File: src/rtl/pe_array_pkg.sv
// ============================================================================
//  Module   : pe_array_pkg
//  Purpose  : Shared definitions for the parameterised PE array: the beat
//             mode encoding and a constant clog2 helper for sizing counters.
//  Ports    : none (package)
//  Revision : 1.0 - initial release
// ============================================================================
`default_nettype none

package pe_array_pkg;

  // Operating mode carried with each beat through the array.
  typedef enum logic {
    MODE_PASS  = 1'b0,
    MODE_ACCUM = 1'b1
  } pe_mode_e;

  // Ceiling log2; clog2(1) = 0, clog2(31) = 5, clog2(32) = 5.
  function automatic int clog2(input int value);
    int r;
    r = 0;
    while ((1 << r) < value) begin
      r = r + 1;
    end
    return r;
  endfunction

endpackage : pe_array_pkg

`default_nettype wire

File: src/rtl/pe_delay_cell.sv
// ============================================================================
//  Module   : pe_delay_cell
//  Purpose  : One processing element. Combines the incoming psum with the
//             incoming ifmap according to the beat's mode, then delays the
//             {ifmap, psum, mode, valid} bundle by DELAY_CYCLES enabled cycles.
//  Ports    : clk, rst        - clock, synchronous active-high reset
//             en              - advance the delay line (0 = hold)
//             src_ifmap/psum  - operand words from the upstream neighbours
//             src_mode/valid  - beat mode and qualifier
//             dst_ifmap/psum  - delayed ifmap and combined psum
//             dst_mode/valid  - delayed mode and qualifier
//  Revision : 1.0 - initial release
// ============================================================================
`default_nettype none

module pe_delay_cell
  import pe_array_pkg::*;
#(
  parameter int DELAY_CYCLES = 10,
  parameter int PE_WIDTH     = 4
) (
  input  logic                clk,
  input  logic                rst,
  input  logic                en,
  input  logic [PE_WIDTH-1:0] src_ifmap,
  input  logic [PE_WIDTH-1:0] src_psum,
  input  logic                src_mode,
  input  logic                src_valid,
  output logic [PE_WIDTH-1:0] dst_ifmap,
  output logic [PE_WIDTH-1:0] dst_psum,
  output logic                dst_mode,
  output logic                dst_valid
);

  logic [PE_WIDTH-1:0]     r_ifmap [DELAY_CYCLES];
  logic [PE_WIDTH-1:0]     r_psum  [DELAY_CYCLES];
  logic [DELAY_CYCLES-1:0] r_mode;
  logic [DELAY_CYCLES-1:0] r_valid;
  logic [PE_WIDTH-1:0]     w_psum_next;

  // Sum wraps modulo 2^PE_WIDTH by truncation to the word width.
  always_comb begin
    w_psum_next = src_psum;
    if (pe_mode_e'(src_mode) == MODE_ACCUM) begin
      w_psum_next = src_psum + src_ifmap;
    end
  end

  always_ff @(posedge clk) begin
    if (rst) begin
      for (int i = 0; i < DELAY_CYCLES; i++) begin
        r_ifmap[i] <= '0;
        r_psum[i]  <= '0;
        r_mode[i]  <= 1'b0;
        r_valid[i] <= 1'b0;
      end
    end else if (en) begin
      r_ifmap[0] <= src_ifmap;
      r_psum[0]  <= w_psum_next;
      r_mode[0]  <= src_mode;
      r_valid[0] <= src_valid;
      for (int i = 1; i < DELAY_CYCLES; i++) begin
        r_ifmap[i] <= r_ifmap[i-1];
        r_psum[i]  <= r_psum[i-1];
        r_mode[i]  <= r_mode[i-1];
        r_valid[i] <= r_valid[i-1];
      end
    end
  end

  assign dst_ifmap = r_ifmap[DELAY_CYCLES-1];
  assign dst_psum  = r_psum[DELAY_CYCLES-1];
  assign dst_mode  = r_mode[DELAY_CYCLES-1];
  assign dst_valid = r_valid[DELAY_CYCLES-1];

endmodule : pe_delay_cell

`default_nettype wire

File: src/rtl/param_pe_array.sv
// ============================================================================
//  Module   : param_pe_array
//  Purpose  : ROWS x COLS array of pe_delay_cell. Psums flow straight down the
//             columns, ifmaps flow diagonally (down-right). Every beat emerges
//             from the bottom row ROWS*DELAY_CYCLES enabled cycles after it
//             was accepted. An in-flight counter drives busy.
//  Ports    : clk, rst        - clock, synchronous active-high reset
//             en              - global advance (0 stalls everything)
//             mode            - 0 = PASS, 1 = ACCUM, sampled with the beat
//             in_valid        - qualifies ifmap_edge_in / psum_in
//             ifmap_edge_in   - edge ifmaps, slot e = c - r + ROWS - 1
//             psum_in         - psum into row 0, slot c
//             psum_out        - psum leaving row ROWS-1, slot c
//             out_valid       - qualifies psum_out
//             busy            - any beat in flight
//  Revision : 1.0 - initial release
// ============================================================================
`default_nettype none

module param_pe_array
  import pe_array_pkg::*;
#(
  parameter int ROWS         = 3,
  parameter int COLS         = 3,
  parameter int DELAY_CYCLES = 10,
  parameter int PE_WIDTH     = 4
) (
  input  logic                              clk,
  input  logic                              rst,
  input  logic                              en,
  input  logic                              mode,
  input  logic                              in_valid,
  input  logic [(ROWS+COLS-1)*PE_WIDTH-1:0] ifmap_edge_in,
  input  logic [COLS*PE_WIDTH-1:0]          psum_in,
  output logic [COLS*PE_WIDTH-1:0]          psum_out,
  output logic                              out_valid,
  output logic                              busy
);

  localparam int LATENCY = ROWS * DELAY_CYCLES;
  localparam int CNT_W   = clog2(LATENCY + 1);

  // Row index r of the psum/mode/valid arrays is the input to cell row r;
  // index ROWS is the bottom-row output.
  logic [PE_WIDTH-1:0] w_psum      [ROWS+1][COLS];
  logic                w_mode      [ROWS+1][COLS];
  logic                w_valid     [ROWS+1][COLS];
  logic [PE_WIDTH-1:0] w_ifmap_src [ROWS][COLS];
  logic [PE_WIDTH-1:0] w_ifmap_dst [ROWS][COLS];

  logic             w_out_valid;
  logic             w_accept;
  logic             w_retire;
  logic             w_unused;
  logic [CNT_W-1:0] r_count;

  // Row-0 column inputs share the global mode and valid.
  generate
    for (genvar c = 0; c < COLS; c++) begin : g_in
      assign w_psum[0][c]  = psum_in[c*PE_WIDTH +: PE_WIDTH];
      assign w_mode[0][c]  = mode;
      assign w_valid[0][c] = in_valid;
    end
  endgenerate

  generate
    for (genvar r = 0; r < ROWS; r++) begin : g_row
      for (genvar c = 0; c < COLS; c++) begin : g_col
        if (r > 0 && c > 0) begin : g_diag
          assign w_ifmap_src[r][c] = w_ifmap_dst[r-1][c-1];
        end else begin : g_edge
          assign w_ifmap_src[r][c] = ifmap_edge_in[(c-r+ROWS-1)*PE_WIDTH +: PE_WIDTH];
        end

        pe_delay_cell #(
          .DELAY_CYCLES (DELAY_CYCLES),
          .PE_WIDTH     (PE_WIDTH)
        ) u_cell (
          .clk       (clk),
          .rst       (rst),
          .en        (en),
          .src_ifmap (w_ifmap_src[r][c]),
          .src_psum  (w_psum[r][c]),
          .src_mode  (w_mode[r][c]),
          .src_valid (w_valid[r][c]),
          .dst_ifmap (w_ifmap_dst[r][c]),
          .dst_psum  (w_psum[r+1][c]),
          .dst_mode  (w_mode[r+1][c]),
          .dst_valid (w_valid[r+1][c])
        );
      end
    end
  endgenerate

  generate
    for (genvar c = 0; c < COLS; c++) begin : g_out
      assign psum_out[c*PE_WIDTH +: PE_WIDTH] = w_psum[ROWS][c];
    end
  endgenerate

  // All columns carry the same valid bit; OR them so none is left dangling.
  always_comb begin
    w_out_valid = 1'b0;
    for (int c = 0; c < COLS; c++) begin
      w_out_valid = w_out_valid | w_valid[ROWS][c];
    end
  end

  // Bottom-row mode and edge-leaving ifmaps have no consumer.
  always_comb begin
    w_unused = 1'b0;
    for (int c = 0; c < COLS; c++) begin
      w_unused = w_unused ^ w_mode[ROWS][c];
      for (int r = 0; r < ROWS; r++) begin
        w_unused = w_unused ^ (^w_ifmap_dst[r][c]);
      end
    end
  end

  assign out_valid = w_out_valid;

  // A beat retires only on an enabled cycle; out_valid merely holds while en=0.
  assign w_accept = en & in_valid;
  assign w_retire = en & w_out_valid;

  always_ff @(posedge clk) begin
    if (rst) begin
      r_count <= '0;
    end else begin
      case ({w_accept, w_retire})
        2'b10:   r_count <= r_count + CNT_W'(1);
        2'b01:   r_count <= r_count - CNT_W'(1);
        default: r_count <= r_count;
      endcase
    end
  end

  assign busy = (r_count != '0);

endmodule : param_pe_array

`default_nettype wire

File: config.mk
export PLATFORM = sky130hd
export DESIGN_NAME = param_pe_array
export DESIGN_NICKNAME = d
export VERILOG_FILES = /design/src/rtl/pe_array_pkg.sv /design/src/rtl/pe_delay_cell.sv /design/src/rtl/param_pe_array.sv
export SDC_FILE = /design/constraint.sdc
export NUM_CORES = 1
export LEC_CHECK = 0
export CELL_PAD_IN_SITES_DETAIL_PLACEMENT = 0
export CELL_PAD_IN_SITES_GLOBAL_PLACEMENT = 1
export CORE_MARGIN = 2
export CORE_UTILIZATION = 31
export CTS_BUF_LIST = sky130_fd_sc_hd__clkbuf_2 sky130_fd_sc_hd__clkbuf_4 sky130_fd_sc_hd__clkbuf_8
export DETAILED_ROUTE_END_ITERATION = 8
export MAX_ROUTING_LAYER = met4
export PLACE_DENSITY_LB_ADDON = 0.12
export SYNTH_ARGS = -nofsm -noshare
export SYNTH_HDL_FRONTEND = slang
export SYNTH_SLANG_ARGS = --single-unit
File: constraint.sdc
create_clock -name clk -period 11.3 [get_ports clk]
set_input_delay 2.26 -clock clk [delete_from_list [all_inputs] [get_ports clk]]
set_output_delay 2.26 -clock clk [all_outputs]
set_load 0.02 [all_outputs]
==> results.yml <==
outcome:
  outcome: "finished, final reports clean"
synthesis:
  synth_area_leaders: "edfxtp_1 (68%), and2_1 (13%), dfxtp_1 (4.8%)"
  synth_seq_cells: 575
  synth.most_common_cell: "edfxtp_1"
  async_flop_share_pct: 0
  synth_xor_area_share_pct: 0.495
  synth_edf_count: 520
  yosys_warnings: 0
  synth_top_family_by_area: "simple AND/OR/NAND/NOR gates"
  synth-compound-area-share_pct: 0.881
  synth_commonest_cells: "edfxtp_1 (520), and2_1 (481), mux2i_1 (86), nor2_1 (86), dfxtp_1 (55)"
  synth_area_mm2: 0.0230
  seq_area_frac_synth_pct: 72.7
  synth_nets: 1568
  syn_inst: 1491
  synthMuxAreaShare_pct: 4.08
  yosysTopAreaCell: "edfxtp_1"
  yosys.area_share.simple_pct: 15.7
  yosys.area.top_type_share_pct: 67.9
  synth_cell_types: 36
  synth_fa_ha_area_share_pct: 2.47
  synth-main-ff-cell: "edfxtp_1"
  synth.avg_cell_area_um2: 15.4
cts:
  clk_path_buf_depth: 3
  clk_latency_ns: 0.66
  cts.sinks: 575
  numCtsBuffers: 101
  cts_tree: "built"
  path_clk_slew_ns: 0.06
  clockRootBuffer: "clkbuf_8"
  cts_resized: 0
  postCtsSetupBuffers: 0
  cts_hold_buf: 0
  htreeDepth: 3
setup_path:
  cpMaxStageDelayCell: "or2_4"
  cp-start-kind: "input port"
  path_cells: "buf_2 > buf_4 > or2_4 > buf_12"
  path_buf_inv: 3
  worstPathMaxFanout: 184
  worst-path-stages: 4
  rr_worst_depth: 7
  setup.worst_path.start: "en"
  crit_type: "input port to flop"
  cp.arrival_ns: 4.95
  cp.required_ns: 11.58
  crit_path_end_kind: "flop"
  r2r_start: "g_row[2].g_col[0].u_cell.r_valid[9]"
  crit_family: "buffers and inverters"
  cp_slowest_stage_delay_ns: 0.90
route:
  dr.pass1.iters: 4
  initialDrtViolationCount: 713
  vias: 10747
  postRouteAntennaNets: 0
  drcViolationCount: 0
  post_drt_via_cell_ratio: 4.14
  wl_um: 32000
  avgRoutedWirePerCell_um: 12.3
sta:
  grt_setup_unrepaired: "false"
  maxSlewHeadroom_pct: 30.1
  drv_slew: 0
  fin_tns_setup_ns: 0
  final.setup.worst_slack_ns: 6.63
  fin_skew_ns: 0.0206
  setup_viol: 0
  period_share_pct: 41.3
  timing_hold_violations_final: 0
  worst_pin_slew_ns: 1.05
  period_needed_ns: 4.67
  fmax_mhz: 214
global_route:
  grt_use_met1_pct: 10.2
  busiest_layer: "met2"
  grt_use_met3_pct: 2.70
  grt_pass1_vias: 10917
  grt_pass1_wl_um: 54200
  overflow: 0
  grt_max_degree: 286
  antenna_found_initial: 1
  grtUsageMet2_pct: 14.1
  grtUsageTotal_pct: 8.85
run:
  maxCapViolations: 0
pwr:
  p_leak_nw: 10.1
  power_mw: 4.47
  ir_drop_mv: 0.0768
  power.density_mw_per_mm2: 172
worst_hold_path:
  whs_path_depth: 2
  hold_class: "flop to flop"
  hold_path_startpoint: "g_row[0].g_col[0].u_cell.r_valid[0]"
die:
  die_w_um: 276
  die_area_mm2: 0.0764
  die_h_um: 276
  io_pins: 51
  initial_core_util_pct: 31.4
  placementRows: 99
  core_area_mm2: 0.0732
finish:
  n_fill_cell: 7021
  drive_gt1_share_pct: 10.9
  syn_to_final_growth_pct: 12.9
  nets: 1639
  final_area_mm2: 0.0260
placement:
  dpl.hpwl_um: 14500
  pre_cts_slack_ns: 5.87
  postPlaceCellArea_mm2: 0.0240
  io_buffers: 50
  gp_congestion: 0.637
==> area by class of cell <==
class / count / area (um2) / share of cell area [%]
tap: 959 / 1200 / 4.62
clock inverter: 29 / 130 / 0.501
multi-input combinational: 796 / 5440 / 20.9
sequential: 575 / 16700 / 64.4
inverter: 28 / 105 / 0.405
antenna: 1 / 2.50 / 0.00964
timing repair buffer: 60 / 591 / 2.27
clock buffer: 150 / 1790 / 6.89
==> metrics by stage <==
stage / hold slack [ns] / utilization (%) / instances
floorplan: 0.449 / - / 1491
global placement: 0.460 / 32.8 / 2418
detailed placement: 0.476 / 32.8 / 2418
CTS: 0.476 / 35.5 / 2597
global route: 0.498 / 35.5 / 2598
finish: 0.481 / 35.5 / 2598
==> tightest hold or removal path, cell delays in order (launching register included) <==
cell and delay (ns):
dfxtp_1 0.31, nand2b_1 0.06, a21oi_1 0.06
==> per-layer routing <==
layer  up-vias  share of wire, %
met1      5186                45
met3        94               4.5
met2       170                47
li1       5297                 -
met5         -                 0
met4         0               3.6
==> kinds of logic (layout without fill, tap and decap cells) <==
kind of cell | Yosys count | count (layout)
simple gates | 618 | 618
xor+xnor | 13 | 13
buf+inv | 120 | 267
other cells | 0 | 1
flops | 575 | 575
compound gates | 32 | 32
mux | 93 | 93
fa+ha+maj | 40 | 40
==> registers in the layout, summed over array words and instances, names as in the netlist <==
| signal | flops |
|---|---|
| g_row.g_col.u_cell.r_psum | 360 |
| g_row.g_col.u_cell.r_ifmap | 160 |
| g_row.g_col.u_cell.r_valid | 30 |
| g_row.g_col.u_cell.r_mode | 20 |
| r_count | 5 |
==> layout by cell type, fill, tap and decap left out, types with 2 or more instances in the layout <==
cell and instances:
clkdlybuf4s50_1 48, a21oi_1 13, nand2b_1 20, buf_2 2
o211ai_1 2, fa_1 9, inv_6 3, clkbuf_8 106
buf_12 2, clkinv_2 5, clkinv_1 21, inv_1 28
mux2_2 6, and2_1 481, buf_4 8, nor2_1 86
nand2_1 21, clkbuf_4 44, dfxtp_1 55, nor3_1 3
edfxtp_1 520, ha_1 31, a211oi_1 3, xnor2_1 9
o21ai_0 2, xor2_1 4, mux2i_1 86, a21o_1 9
==> worst paths after layout <==
kind	to	slack [ns]
hold reg to reg	g_row[0].g_col[0].u_cell.r_valid[0]	0.48
setup / recovery	g_row[2].g_col[1].u_cell.r_psum[0][16]	6.63
hold / removal	g_row[0].g_col[0].u_cell.r_valid[0]	0.48
setup reg to reg	r_count[4]	9.19
==> power by group <==
| group | switching, mW | total [mW] | leakage, nW | internal, mW |
|---|---|---|---|---|
| Sequential | 0.0249 | 2.47 | 6.20 | 2.45 |
| Clock | 0.814 | 1.82 | 1.03 | 1.01 |
| Combinational | 0.107 | 0.176 | 2.87 | 0.0691 |
Note: power is estimated with default switching activity, not from simulation.
